--- src/rtl/tdoa_capture_sequencer.sv ---
// Arms the hydrophone channels for one ping, timestamps each channel's first
// arrival relative to the earliest one, presents the set via valid/ready, then holds off.
module tdoa_capture_sequencer #(
  parameter int N_CH        = 4,
  parameter int TS_W        = 24,
  parameter int TIMEOUT_CYC = 65536,
  parameter int HOLDOFF_CYC = 1024
) (
  input  logic                 clk,
  input  logic                 rst_n,
  input  logic                 arm,
  input  logic                 abort,
  input  logic [N_CH-1:0]      trig,
  output logic [N_CH*TS_W-1:0] ts_data,
  output logic [N_CH-1:0]      ch_mask,
  output logic                 timeout,
  output logic                 ts_valid,
  input  logic                 ts_ready,
  output logic                 busy
);

  localparam int HW = (HOLDOFF_CYC > 1) ? $clog2(HOLDOFF_CYC) : 1;
  localparam logic [TS_W-1:0] CNT_MAX  = TS_W'(TIMEOUT_CYC - 1);
  localparam logic [HW-1:0]   HOLD_MAX = (HOLDOFF_CYC > 0) ? HW'(HOLDOFF_CYC - 1) : '0;

  typedef enum logic [2:0] {
    S_IDLE, S_WAIT_FIRST, S_CAPTURE, S_PRESENT, S_HOLDOFF
  } state_t;

  state_t                state_q, state_d;
  logic [TS_W-1:0]       cnt_q, cnt_d;
  logic [HW-1:0]         hcnt_q, hcnt_d;
  logic [N_CH*TS_W-1:0]  ts_q, ts_d;
  logic [N_CH-1:0]       mask_q, mask_d;
  logic                  timeout_q, timeout_d;
  logic                  ts_valid_q, busy_q;
  logic [N_CH-1:0]       new_mask;

  always_ff @(posedge clk or negedge rst_n) begin
    if (!rst_n) begin
      state_q    <= S_IDLE;
      cnt_q      <= '0;
      hcnt_q     <= '0;
      ts_q       <= '0;
      mask_q     <= '0;
      timeout_q  <= 1'b0;
      ts_valid_q <= 1'b0;
      busy_q     <= 1'b0;
    end else begin
      state_q    <= state_d;
      cnt_q      <= cnt_d;
      hcnt_q     <= hcnt_d;
      ts_q       <= ts_d;
      mask_q     <= mask_d;
      timeout_q  <= timeout_d;
      // Status flags are decoded from the next state so they change on the same edge as the FSM.
      ts_valid_q <= (state_d == S_PRESENT);
      busy_q     <= (state_d != S_IDLE);
    end
  end

  always_comb begin
    state_d   = state_q;
    cnt_d     = cnt_q;
    hcnt_d    = hcnt_q;
    ts_d      = ts_q;
    mask_d    = mask_q;
    timeout_d = timeout_q;
    new_mask  = mask_q | trig;
    // Abort leaves the result registers untouched, so it bypasses every other update.
    if (abort) begin
      state_d = S_IDLE;
    end else begin
      case (state_q)
        S_IDLE: begin
          if (arm) begin
            ts_d      = '1;
            mask_d    = '0;
            timeout_d = 1'b0;
            cnt_d     = '0;
            state_d   = S_WAIT_FIRST;
          end
        end
        S_WAIT_FIRST: begin
          if (|trig) begin
            for (int i = 0; i < N_CH; i++) begin
              if (trig[i]) ts_d[i*TS_W +: TS_W] = '0;
            end
            mask_d  = trig;
            cnt_d   = TS_W'(1);
            state_d = (&trig) ? S_PRESENT : S_CAPTURE;
          end
        end
        S_CAPTURE: begin
          for (int i = 0; i < N_CH; i++) begin
            if (trig[i] && !mask_q[i]) ts_d[i*TS_W +: TS_W] = cnt_q;
          end
          mask_d = new_mask;
          // A capture on the final window edge takes precedence over the timeout.
          if (&new_mask) begin
            timeout_d = 1'b0;
            state_d   = S_PRESENT;
          end else if (cnt_q == CNT_MAX) begin
            timeout_d = 1'b1;
            state_d   = S_PRESENT;
          end else begin
            cnt_d = cnt_q + 1'b1;
          end
        end
        S_PRESENT: begin
          if (ts_ready) begin
            hcnt_d  = '0;
            state_d = (HOLDOFF_CYC == 0) ? S_IDLE : S_HOLDOFF;
          end
        end
        S_HOLDOFF: begin
          if (hcnt_q == HOLD_MAX) state_d = S_IDLE;
          else                    hcnt_d  = hcnt_q + 1'b1;
        end
        default: state_d = S_IDLE;
      endcase
    end
  end

  assign ts_data  = ts_q;
  assign ch_mask  = mask_q;
  assign timeout  = timeout_q;
  assign ts_valid = ts_valid_q;
  assign busy     = busy_q;

endmodule
--- config.mk ---
export PLATFORM = sky130hd
export DESIGN_NAME = tdoa_capture_sequencer
export DESIGN_NICKNAME = d
export VERILOG_FILES = /design/src/rtl/tdoa_capture_sequencer.sv
export SDC_FILE = /design/constraint.sdc
export NUM_CORES = 1
export LEC_CHECK = 0
export ABC_AREA = 1
export BUFFER_PORTS_ARGS = -buffer_cell sky130_fd_sc_hd__buf_2
export CAP_MARGIN = 10
export CORE_MARGIN = 10
export CORE_UTILIZATION = 45
export DETAILED_ROUTE_END_ITERATION = 8
export GPL_ROUTABILITY_DRIVEN = 0
export PLACE_DENSITY = 0.63
export SLEW_MARGIN = 10
export SYNTH_ARGS = -nofsm -noshare
export SYNTH_HDL_FRONTEND = slang
export SYNTH_SLANG_ARGS = --single-unit
--- constraint.sdc ---
create_clock -name clk -period 2.1 [get_ports clk]
set_input_delay 0.315 -clock clk [delete_from_list [all_inputs] [get_ports clk]]
set_output_delay 0.315 -clock clk [all_outputs]
set_load 0.02 [all_outputs]
==> impl_metrics.yaml <==
timing:
  final_hold_viol_count: 0
  maxSlewViolCount: 0
  tightest_slew_ns: 0.481
  fin_crit_sh_pct: 88.4
  setup-tns-final_ns: 0
  clock.fmax_mhz: 539
  rsz0062_at_grt: "no"
  setup_viol: 0
  skew_ns: 0.00804
  slew_headroom_pct: 67.9
  min_period_ns: 1.86
route:
  drc: 0
  wl_mm: 19.1
  wl_per_cell_microns: 15.9
  via_per_inst: 5.11
  detail-route-antenna-nets: 0
  num_vias: 6145
  drtIter0Drc: 474
  drt_first_pass_iters: 5
floorplanning:
  ioPinCount: 112
  coreArea_sq_um: 14700
  dieArea_sq_um: 20500
  die_w_microns: 143
  start_util_pct: 46.4
  rows: 44
  die_y_microns: 143
place:
  hpwl_mm: 13.7
  port_buffers: 111
  place_inst: 1171
final_layout:
  fin_nets: 1018
  final_common_cell: "nand2_1"
  area_growth_pct: 23.8
  instances_no_fill: 1202
  diodes: 0
  drive_above_1_share_pct: 20.9
  post-route-util_pct: 57.4
  final_cell_mix: "nand2_1, dfrtp_1, o21ai_0, buf_2, nor2_1"
  nFillCells: 1410
synthesis:
  synth.top_cell.area_share_pct: 51.4
  yosysSeqAreaShare_pct: 51.4
  synth_area_leaders: "dfrtp_1, nand2_1, o21ai_0"
  ys_types: 31
  synthCells: 869
  synth_nets: 880
  synth_top_area_cell: "dfrtp_1"
  ys_warn_count: 0
  avgSynthCellArea_sq_um: 7.84
  ys_ff_latch: 140
  synth_area_sq_um: 6820
clock_network:
  cts_num_sinks: 140
  cts_buffers: 17
  cts_tree: "done"
  root_buffer: "clkbuf_16"
  clk_latency_ns: 0.42
  h-tree-depth: 4
  clk_pin_slew_ns: 0.06
  cts_max_path_buffers: 2
worst_setup_path:
  rrSetupSlack_ns: 0.24
  crit_path_cell_trace: "nor2_4, nand2_4, inv_1, nand4_1, nand3_4, inv_2, nand2_1, nand2_1"
  critPathLaunchType: "register"
  worstSetupPathType: "register to register"
  cpPeakStageDelay_ns: 0.44
  slowest_stage: "dfrtp_1"
  cp-end-kind: "register"
  worst-r2r-cell-count: 8
  crit_top_cell: "nand2_1"
  r2r_end: "cnt_q[11]$_DFFE_PN0P_"
  crit_path_end: "cnt_q[11]$_DFFE_PN0P_"
  reg2reg_from: "state_q[0]$_DFF_PN0_"
  cp-startpoint: "state_q[0]$_DFF_PN0_"
  crit_fanout: 12
  arrival_ns: 2.16
  cp.required_ns: 2.41
grt:
  grt_pass1_wl_mm: 30.7
  antenna_found_initial: 0
  grt_max_degree: 49
  grt-ovfl-total: 0
  gr-usage-all-layers_pct: 18.8
  grt_pass1_vias: 5905
power_and_ir_drop:
  p_leak_nw: 4.10
  ir_drop_uv: 574
  p_per_area_nw_per_um2: 1250
run:
  drv_cap: 0
min_path:
  hold_class: "input port to register"
  min_from: "abort"
  holdPathStages: 4
status:
  status: "completed"
[synth_stat cells, drive strengths merged]
| cell | n |
|---|---|
| nand2 | 354 |
| dfrtp | 140 |
| o21ai | 139 |
| nor2 | 63 |
| inv | 51 |
| nand3 | 43 |
| clkbuf | 25 |
| buf | 16 |
| xor2 | 11 |
| o22ai | 7 |
| nand4 | 5 |
| o21bai | 3 |
| or2 | 3 |
| a21oi | 2 |
| ha | 2 |
| xnor2 | 2 |
| a31oi | 1 |
| nand3b | 1 |
| nor3 | 1 |
[through the flow]
step | setup WS, ns | total power (W) | cell area (sq um) | hold slack (ns)
after floorplan | 0.300 | 0.00607 | 6820 | 0.0194
after global placement | 0.282 | 0.00757 | 7850 | 0.294
after detailed placement | 0.264 | 0.00765 | 7850 | 0.299
after CTS | 0.235 | 0.0106 | 8430 | 0.188
after global routing | 0.0429 | 0.0111 | 8430 | 0.194
final | 0.244 | 0.0105 | 8430 | 0.196
[worst min-delay path by stage]
stage	end	slack, ns
global route	state_q[0]$_DFF_PN0_	0.19
floorplan	busy$_DFF_PN0_	0.02
finish	state_q[0]$_DFF_PN0_	0.20
CTS	state_q[0]$_DFF_PN0_	0.19
global placement	cnt_q[8]$_DFFE_PN0P_	0.29
detailed placement	cnt_q[11]$_DFFE_PN0P_	0.30
[power by group]
group	switching (W)	leakage, nW	internal, W	total [W]
Combinational	0.00247	2.09	0.00114	0.00361
Clock	0.00114	0.274	0.00180	0.00294
Sequential	0.000454	1.74	0.00350	0.00395
Total	0.00407	4.10	0.00644	0.0105
[critical path, delay by kind of cell, from the launching register on]
kind | cells | cell delay [ns]
AND/OR/NAND/NOR | 6 | 0.95
flip-flops | 1 | 0.44
buffers and inverters | 2 | 0.34
[sequential cells by signal, summed over array words and instances (netlist names)]
signal,count
ts_data,96
cnt_q,24
hcnt_q,10
ch_mask,4
state_q,3
busy,1
timeout,1
ts_valid,1
[repair_timing]
action | CTS | global route
buffers inserted | 0 | 0
hold buffers | 1 | 0
hold endpoints to repair | 45 | 0
gates resized for setup | 0 | 0
[area by class of cell]
cell class / count / area [sq um] / share of cell area [%]
flip-flops and latches: 140 / 3500 / 41.5
well taps: 184 / 230 / 2.73
clock buffers: 20 / 457 / 5.41
clock inverters: 10 / 119 / 1.41
repair buffers: 160 / 1020 / 12.1
multi-input cells: 637 / 2910 / 34.5
inverters: 51 / 191 / 2.27
[routing by layer]
metal	up-vias	routed length (microns)	GRT usage [%]
met4	0	194	5.54
met3	16	984	4.58
li1	3055	-	-
met2	132	9100	29.5
met5	-	0	0
met1	2942	8840	25.2
[logic make-up (layout without fill, tap and decap cells)]
group                      Yosys count  count (layout)  share of synthesized area (%)
xor gates and xnor gates            13              13                           1.67
buffers and inverters               92             241                           5.87
DFF                                140             140                           51.4
AOI/OAI and AO/OA                  152             152                           12.1
adders and majority gates            2               2                          0.367
and+or+nand+nor                    470             470                           28.6
No activity file was read; power rests on OpenSTA's default activity.
